--- src/rtl/cpu_run_ctrl_if.sv ---
// Host/CPU-side signal bundle for the run controller.
// The master drives start/limit/CPU status/read index; the slave (controller) drives control, status and trace readout.
interface cpu_run_ctrl_if #(
    parameter int PC_W        = 9,
    parameter int CYC_W       = 16,
    parameter int TRACE_DEPTH = 16
);
    localparam int IW = $clog2(TRACE_DEPTH);

    logic             start;
    logic [CYC_W-1:0] max_cycles;
    logic             HALT;
    logic [PC_W-1:0]  PCFinal;
    logic             Zout;
    logic             Nout;
    logic             Vout;
    logic             cpu_reset;
    logic             enablePC;
    logic             busy;
    logic             done;
    logic             timeout;
    logic [CYC_W-1:0] cycle_count;
    logic [IW-1:0]    rd_idx;
    logic [PC_W+2:0]  rd_data;
    logic [IW:0]      trace_count;

    modport master (
        output start, max_cycles, HALT, PCFinal, Zout, Nout, Vout, rd_idx,
        input  cpu_reset, enablePC, busy, done, timeout, cycle_count, rd_data, trace_count
    );

    modport slave (
        input  start, max_cycles, HALT, PCFinal, Zout, Nout, Vout, rd_idx,
        output cpu_reset, enablePC, busy, done, timeout, cycle_count, rd_data, trace_count
    );
endinterface

--- src/rtl/cpu_run_ctrl.sv ---
// CPU run controller: reset sequencing, PC enable, cycle limit, HALT/timeout termination.
// Optional PC/flag trace ring buffer when TRACE_EN is defined; all outputs registered.
module cpu_run_ctrl #(
    parameter int PC_W        = 9,
    parameter int CYC_W       = 16,
    parameter int RST_CYCLES  = 2,
    parameter int TRACE_DEPTH = 16
) (
    input  logic          clk,
    input  logic          reset,
    cpu_run_ctrl_if.slave bus
);
    localparam int IW  = $clog2(TRACE_DEPTH);
    localparam int RCW = (RST_CYCLES > 1) ? $clog2(RST_CYCLES) : 1;

    typedef enum logic [1:0] {S_IDLE, S_RST, S_RUN, S_DONE} state_t;

    state_t           state;
    logic [RCW-1:0]   rst_cnt;
    logic [CYC_W-1:0] limit;
    logic [CYC_W-1:0] cyc;
    logic [CYC_W-1:0] cyc_inc;
    logic             cpu_reset_q;
    logic             enable_q;
    logic             busy_q;
    logic             done_q;
    logic             timeout_q;
    logic             start_acc;

    assign start_acc = bus.start && (state == S_IDLE || state == S_DONE);
    assign cyc_inc   = (&cyc) ? cyc : cyc + 1'b1;

    always_ff @(posedge clk) begin
        if (reset) begin
            state       <= S_IDLE;
            rst_cnt     <= '0;
            limit       <= '0;
            cyc         <= '0;
            cpu_reset_q <= 1'b1;
            enable_q    <= 1'b0;
            busy_q      <= 1'b0;
            done_q      <= 1'b0;
            timeout_q   <= 1'b0;
        end else begin
            case (state)
                S_IDLE, S_DONE: begin
                    if (start_acc) begin
                        state       <= S_RST;
                        rst_cnt     <= RCW'(RST_CYCLES - 1);
                        limit       <= bus.max_cycles;
                        cyc         <= '0;
                        cpu_reset_q <= 1'b1;
                        enable_q    <= 1'b0;
                        busy_q      <= 1'b1;
                        done_q      <= 1'b0;
                        timeout_q   <= 1'b0;
                    end
                end
                S_RST: begin
                    if (rst_cnt == '0) begin
                        state       <= S_RUN;
                        cpu_reset_q <= 1'b0;
                        enable_q    <= 1'b1;
                    end else begin
                        rst_cnt <= rst_cnt - 1'b1;
                    end
                end
                S_RUN: begin
                    cyc <= cyc_inc;
                    // HALT takes priority over the limit when both land on the same cycle
                    if (bus.HALT) begin
                        state     <= S_DONE;
                        enable_q  <= 1'b0;
                        busy_q    <= 1'b0;
                        done_q    <= 1'b1;
                        timeout_q <= 1'b0;
                    end else if (limit != '0 && cyc_inc == limit) begin
                        state     <= S_DONE;
                        enable_q  <= 1'b0;
                        busy_q    <= 1'b0;
                        done_q    <= 1'b1;
                        timeout_q <= 1'b1;
                    end
                end
                default: state <= S_IDLE;
            endcase
        end
    end

    assign bus.cpu_reset   = cpu_reset_q;
    assign bus.enablePC    = enable_q;
    assign bus.busy        = busy_q;
    assign bus.done        = done_q;
    assign bus.timeout     = timeout_q;
    assign bus.cycle_count = cyc;

`ifdef TRACE_EN
    logic [PC_W+2:0] mem [TRACE_DEPTH];
    logic [IW-1:0]   wr_ptr;
    logic [IW:0]     tcount;
    logic [PC_W-1:0] last_pc;
    logic            have_last;
    logic [PC_W+2:0] rd_q;
    logic            trace_wr;
    logic            rd_hit;
    logic [IW-1:0]   rd_addr;

    // A new entry on the first RUN cycle and on every PC change thereafter
    assign trace_wr = (state == S_RUN) && (!have_last || bus.PCFinal != last_pc);
    // Once full the oldest entry sits at wr_ptr; addition wraps naturally
    assign rd_addr  = (tcount[IW] ? wr_ptr : '0) + bus.rd_idx;
    assign rd_hit   = {1'b0, bus.rd_idx} < tcount;

    always_ff @(posedge clk) begin
        if (reset) begin
            wr_ptr    <= '0;
            tcount    <= '0;
            last_pc   <= '0;
            have_last <= 1'b0;
            rd_q      <= '0;
        end else begin
            rd_q <= rd_hit ? mem[rd_addr] : '0;
            if (start_acc) begin
                wr_ptr    <= '0;
                tcount    <= '0;
                have_last <= 1'b0;
            end else if (trace_wr) begin
                wr_ptr    <= wr_ptr + 1'b1;
                last_pc   <= bus.PCFinal;
                have_last <= 1'b1;
                if (!tcount[IW]) tcount <= tcount + 1'b1;
            end
        end
    end

    always_ff @(posedge clk) begin
        if (trace_wr) mem[wr_ptr] <= {bus.Zout, bus.Nout, bus.Vout, bus.PCFinal};
    end

    assign bus.rd_data     = rd_q;
    assign bus.trace_count = tcount;
`else
    logic unused_trace;
    assign unused_trace    = ^{bus.rd_idx, bus.PCFinal, bus.Zout, bus.Nout, bus.Vout};
    assign bus.rd_data     = '0;
    assign bus.trace_count = '0;
`endif
endmodule

--- src/flat_wrapper.sv ---
// flat-port wrapper written by rule: the top's interface ports become plain ports
module cpu_run_ctrl_flat 
#(
    parameter int PC_W        = 9,
    parameter int CYC_W       = 16,
    parameter int RST_CYCLES  = 2,
    parameter int TRACE_DEPTH = 16
)
  (clk, reset, bus_start, bus_max_cycles, bus_HALT, bus_PCFinal, bus_Zout, bus_Nout, bus_Vout, bus_rd_idx, bus_cpu_reset, bus_enablePC, bus_busy, bus_done, bus_timeout, bus_cycle_count, bus_rd_data, bus_trace_count);
  cpu_run_ctrl_if #(.PC_W(PC_W), .CYC_W(CYC_W), .TRACE_DEPTH(TRACE_DEPTH)) bus_i ();
  input  logic clk;
  input  logic reset;
  input wire logic [$bits(bus_i.start)-1:0] bus_start;
  input wire logic [$bits(bus_i.max_cycles)-1:0] bus_max_cycles;
  input wire logic [$bits(bus_i.HALT)-1:0] bus_HALT;
  input wire logic [$bits(bus_i.PCFinal)-1:0] bus_PCFinal;
  input wire logic [$bits(bus_i.Zout)-1:0] bus_Zout;
  input wire logic [$bits(bus_i.Nout)-1:0] bus_Nout;
  input wire logic [$bits(bus_i.Vout)-1:0] bus_Vout;
  input wire logic [$bits(bus_i.rd_idx)-1:0] bus_rd_idx;
  output wire logic [$bits(bus_i.cpu_reset)-1:0] bus_cpu_reset;
  output wire logic [$bits(bus_i.enablePC)-1:0] bus_enablePC;
  output wire logic [$bits(bus_i.busy)-1:0] bus_busy;
  output wire logic [$bits(bus_i.done)-1:0] bus_done;
  output wire logic [$bits(bus_i.timeout)-1:0] bus_timeout;
  output wire logic [$bits(bus_i.cycle_count)-1:0] bus_cycle_count;
  output wire logic [$bits(bus_i.rd_data)-1:0] bus_rd_data;
  output wire logic [$bits(bus_i.trace_count)-1:0] bus_trace_count;
  assign bus_i.start = bus_start;
  assign bus_i.max_cycles = bus_max_cycles;
  assign bus_i.HALT = bus_HALT;
  assign bus_i.PCFinal = bus_PCFinal;
  assign bus_i.Zout = bus_Zout;
  assign bus_i.Nout = bus_Nout;
  assign bus_i.Vout = bus_Vout;
  assign bus_i.rd_idx = bus_rd_idx;
  assign bus_cpu_reset = bus_i.cpu_reset;
  assign bus_enablePC = bus_i.enablePC;
  assign bus_busy = bus_i.busy;
  assign bus_done = bus_i.done;
  assign bus_timeout = bus_i.timeout;
  assign bus_cycle_count = bus_i.cycle_count;
  assign bus_rd_data = bus_i.rd_data;
  assign bus_trace_count = bus_i.trace_count;
  cpu_run_ctrl #(.PC_W(PC_W), .CYC_W(CYC_W), .RST_CYCLES(RST_CYCLES), .TRACE_DEPTH(TRACE_DEPTH)) u_core (.clk(clk), .reset(reset), .bus(bus_i));
endmodule
--- config.mk ---
export PLATFORM = sky130hd
export DESIGN_NAME = cpu_run_ctrl_flat
export DESIGN_NICKNAME = d
export VERILOG_FILES = /design/src/rtl/cpu_run_ctrl_if.sv /design/src/rtl/cpu_run_ctrl.sv /design/src/flat_wrapper.sv
export SDC_FILE = /design/constraint.sdc
export NUM_CORES = 1
export LEC_CHECK = 0
export ABC_AREA = 1
export CORE_MARGIN = 3
export CORE_UTILIZATION = 43
export DETAILED_ROUTE_END_ITERATION = 16
export PLACE_DENSITY = 0.88
export SLEW_MARGIN = 20
export SYNTH_ARGS = -nofsm -noshare
export SYNTH_HDL_FRONTEND = slang
export SYNTH_SLANG_ARGS = --single-unit
--- constraint.sdc ---
create_clock -name clk -period 2.11 [get_ports clk]
set_clock_uncertainty 0.2 [all_clocks]
set_input_delay 0.211 -clock clk [delete_from_list [all_inputs] [get_ports clk]]
set_output_delay 0.211 -clock clk [all_outputs]
set_load 0.01 [all_outputs]
==> impl_metrics.yaml <==
synth:
  synthTopCellsByCount: "nand2_1, inv_1, a21oi_1"
  synth_cells: 391
  async_flop_share_pct: 0
  ys_ff_latch: 40
  synth_area_leader_cell: "dfxtp_1"
  yosysMostFrequentCell: "nand2_1"
  yosysUniqueCellTypes: 26
  synth-edff-count: 0
  yosysSeqAreaShare_pct: 32.4
  synth.top_cell.area_share_pct: 32.4
  avgSynthCellArea_um2: 6.33
  synth_warnings: 0
  yosys-top-cells-area: "dfxtp_1, nand2_1, a21oi_1"
  ys.flop_type: "dfxtp_1"
  synth_area_mm2: 0.00247
die:
  start_util_pct: 46.4
  rows: 26
  fp.dieW_um: 81.9
  dieArea_mm2: 0.00670
  coreArea_mm2: 0.00534
  die_h_um: 81.9
  io_pins: 74
layout:
  area_delta_synth_final_pct: 53.1
  finalNonFillerCells: 573
  diodes: 0
  stdcell_area_mm2: 0.00379
  finish.utilization_pct: 71.0
  multi_input_area_mm2: 0.00159
  nets: 542
  drive_gt1_share_pct: 28.6
  seqCellArea_um2: 813
  num-fill-cells: 386
cts:
  clk_pin_slew_worst_paths_ns: 0.07
  cts_tree: "yes"
  cts_buffers: 5
  htreeDepth: 2
  root_buffer: "clkbuf_8"
  clk_latency_ns: 0.31
  cts_sinks: 40
  cts_buffer_depth: 2
worst_hold_path:
  min_path_type: "register to register"
worst_setup_path:
  cp_slowest_stage_delay_ns: 0.38
  crit_path_max_fanout: 7
  critPathKind: "register to register"
  critPathSlowestCell: "dfxtp_4"
  critPathRequiredTime_ns: 2.10
  critPathCaptureType: "register"
  path_common_cell: "nand2_4"
  start_kind: "register"
  path_cells: "ha_4 -> nand2_4 -> nor2_4 -> nand2_4 -> nor2_4 -> inv_6 -> buf_12 -> nand2_2 -> nand2_2 -> a21oi_2 -> nand2_1 -> nor2_1 -> nand2_1 -> nand2_4 -> nand2_4 -> nand2_2 -> a21oi_1"
  cp_data_arrival_time_ns: 2.43
place:
  dp_hpwl_um: 5360
  gp_congestion: 0.895
  io_buffers: 40
  dp_cells: 555
  dpl_cell_area_mm2: 0.00337
grt:
  grt_max_degree: 34
  met1_usage_pct: 28.9
  grt_pass1_wl_um: 12300
  busiest_layer: "met2"
  overflow: 0
  use_met2_pct: 39.8
  use_met3_pct: 3.51
  grt_pass1_vias: 2722
  grt_usage_pct: 23.4
  antenna_found_initial: 0
run_status:
  violations: "setup timing"
  outcome: "finished, violations left"
routing:
  via_count: 3020
  antenna_left: 0
  drt-pass1-iter-count: 5
  wire_per_inst_um: 14.3
  drc_errors: 0
  drt_iter0_drc: 343
  wl_um: 8180
  vias_per_cell: 5.27
power_and_ir_drop:
  p_per_area_mw_per_mm2: 714
  design_power_total_mw: 2.71
  p_leak_nw: 1.68
  irDropWorstVdd_uv: 654
run:
  max_cap_violations: 0
sta:
  fmax_mhz: 408
  period_needed_ns: 2.45
  fin_crit_sh_pct: 116
  holdWs_ns: 0.263
  finalHoldViolCount: 0
  relSlewSlack_pct: 54.3
  worst_slack_ns: -0.338
  slew_violations: 0
  rsz0062_at_grt: "true"
  tightest_slew_ns: 0.685
  setup_viol: 11
==> critical path, delay by kind of cell, from the launching register on <==
family / cells / cell delay, ns
and+or+nand+nor: 12 / 1.18
adders and majority gates: 1 / 0.16
buffers and inverters: 2 / 0.23
DFF: 1 / 0.38
AOI/OAI and AO/OA: 2 / 0.18
==> sequential cells by signal, indices dropped and copies added (netlist names) <==
signal and flops:
u_core.bus.busy 1, u_core.bus.cpu_reset 1, u_core.bus.cycle_count 16, u_core.bus.done 1
u_core.bus.enablePC 1, u_core.bus.timeout 1, u_core.limit 16, u_core.rst_cnt 1
u_core.state 2
==> metal layers <==
layer / wire length [um] / vias up
met3: 764 / 35
met4: 298 / 0
met1: 3200 / 1352
met2: 3910 / 184
li1: - / 1449
met5: 0 / -
==> stage by stage <==
step / setup slack [ns] / setup TNS [ns]
global placement: -0.198 / -1.81
finish: -0.338 / -1.96
global route: -0.464 / -4.47
CTS: -0.251 / -1.39
floorplan: -0.0619 / -0.246
detailed placement: -0.325 / -3.74
==> placed cells by master, fill, tap and decap left out, types with 2 or more instances in the layout <==
master | Yosys | final
conb_1 | 1 | 17
o21ai_0 | 24 | 22
dfxtp_2 | 0 | 4
nor2_4 | 1 | 6
nand4_1 | 7 | 7
inv_2 | 3 | 2
nor2_1 | 25 | 20
nand2_2 | 6 | 19
a21oi_2 | 1 | 2
ha_1 | 4 | 3
buf_16 | 0 | 2
dfxtp_1 | 40 | 34
nor4_1 | 2 | 2
buf_4 | 17 | 69
buf_6 | 2 | 3
nor2_2 | 4 | 4
nand2_1 | 115 | 97
clkdlybuf4s50_1 | 0 | 40
nand3_2 | 3 | 10
inv_1 | 43 | 43
nand2_4 | 0 | 5
xor2_2 | 0 | 2
clkbuf_8 | 0 | 6
clkbuf_1 | 7 | 2
dfxtp_4 | 0 | 2
nand3_1 | 36 | 29
a21oi_1 | 41 | 40
==> power by group <==
group	switching, mW	leakage (nW)	total [mW]	internal [mW]
Clock	0.268	0.0455	0.535	0.267
Combinational	0.635	1.30	1.11	0.472
Sequential	0.134	0.331	1.07	0.933
Total	1.04	1.68	2.71	1.67
==> final cells by class <==
class / instances / area share (%)
Timing Repair Buffer: 115 / 27.1
Multi-Input combinational cell: 294 / 42.1
Inverter: 46 / 4.69
Clock buffer: 8 / 2.38
Tap cell: 70 / 2.31
Sequential cell: 40 / 21.5
==> what timing repair did <==
action                     in CTS  in global routing
buffers inserted                4                  4
gates resized for setup        35                 23
gates cloned                    2                  0
hold endpoints to repair        0                  0
setup endpoints to repair      22                 19
hold buffers                    0                  0
pin swaps                      13                 19
==> cells by family after synthesis <==
| kind of cell | count (synthesis) | synth area share (%) |
|---|---|---|
| and+or+nand+nor | 200 | 35.2 |
| xor gates and xnor gates | 4 | 1.42 |
| adders and majority gates | 4 | 2.02 |
| other | 1 | 0.152 |
| buffers and inverters | 73 | 14.3 |
| AOI/OAI and AO/OA | 69 | 14.6 |
| DFF | 40 | 32.4 |
==> worst paths after layout <==
check	startpoint	end	slack, ns	depth (start not counted)
worst max-delay path	u_core.bus.cycle_count[1]	u_core.state[1]	-0.34	17
worst max register to register	u_core.bus.cycle_count[1]	u_core.state[1]	-0.34	17
worst min register to register	u_core.bus.timeout	u_core.bus.timeout	0.26	2
worst min-delay path	u_core.bus.timeout	u_core.bus.timeout	0.26	2
Note: power is estimated with default switching activity, not from simulation.
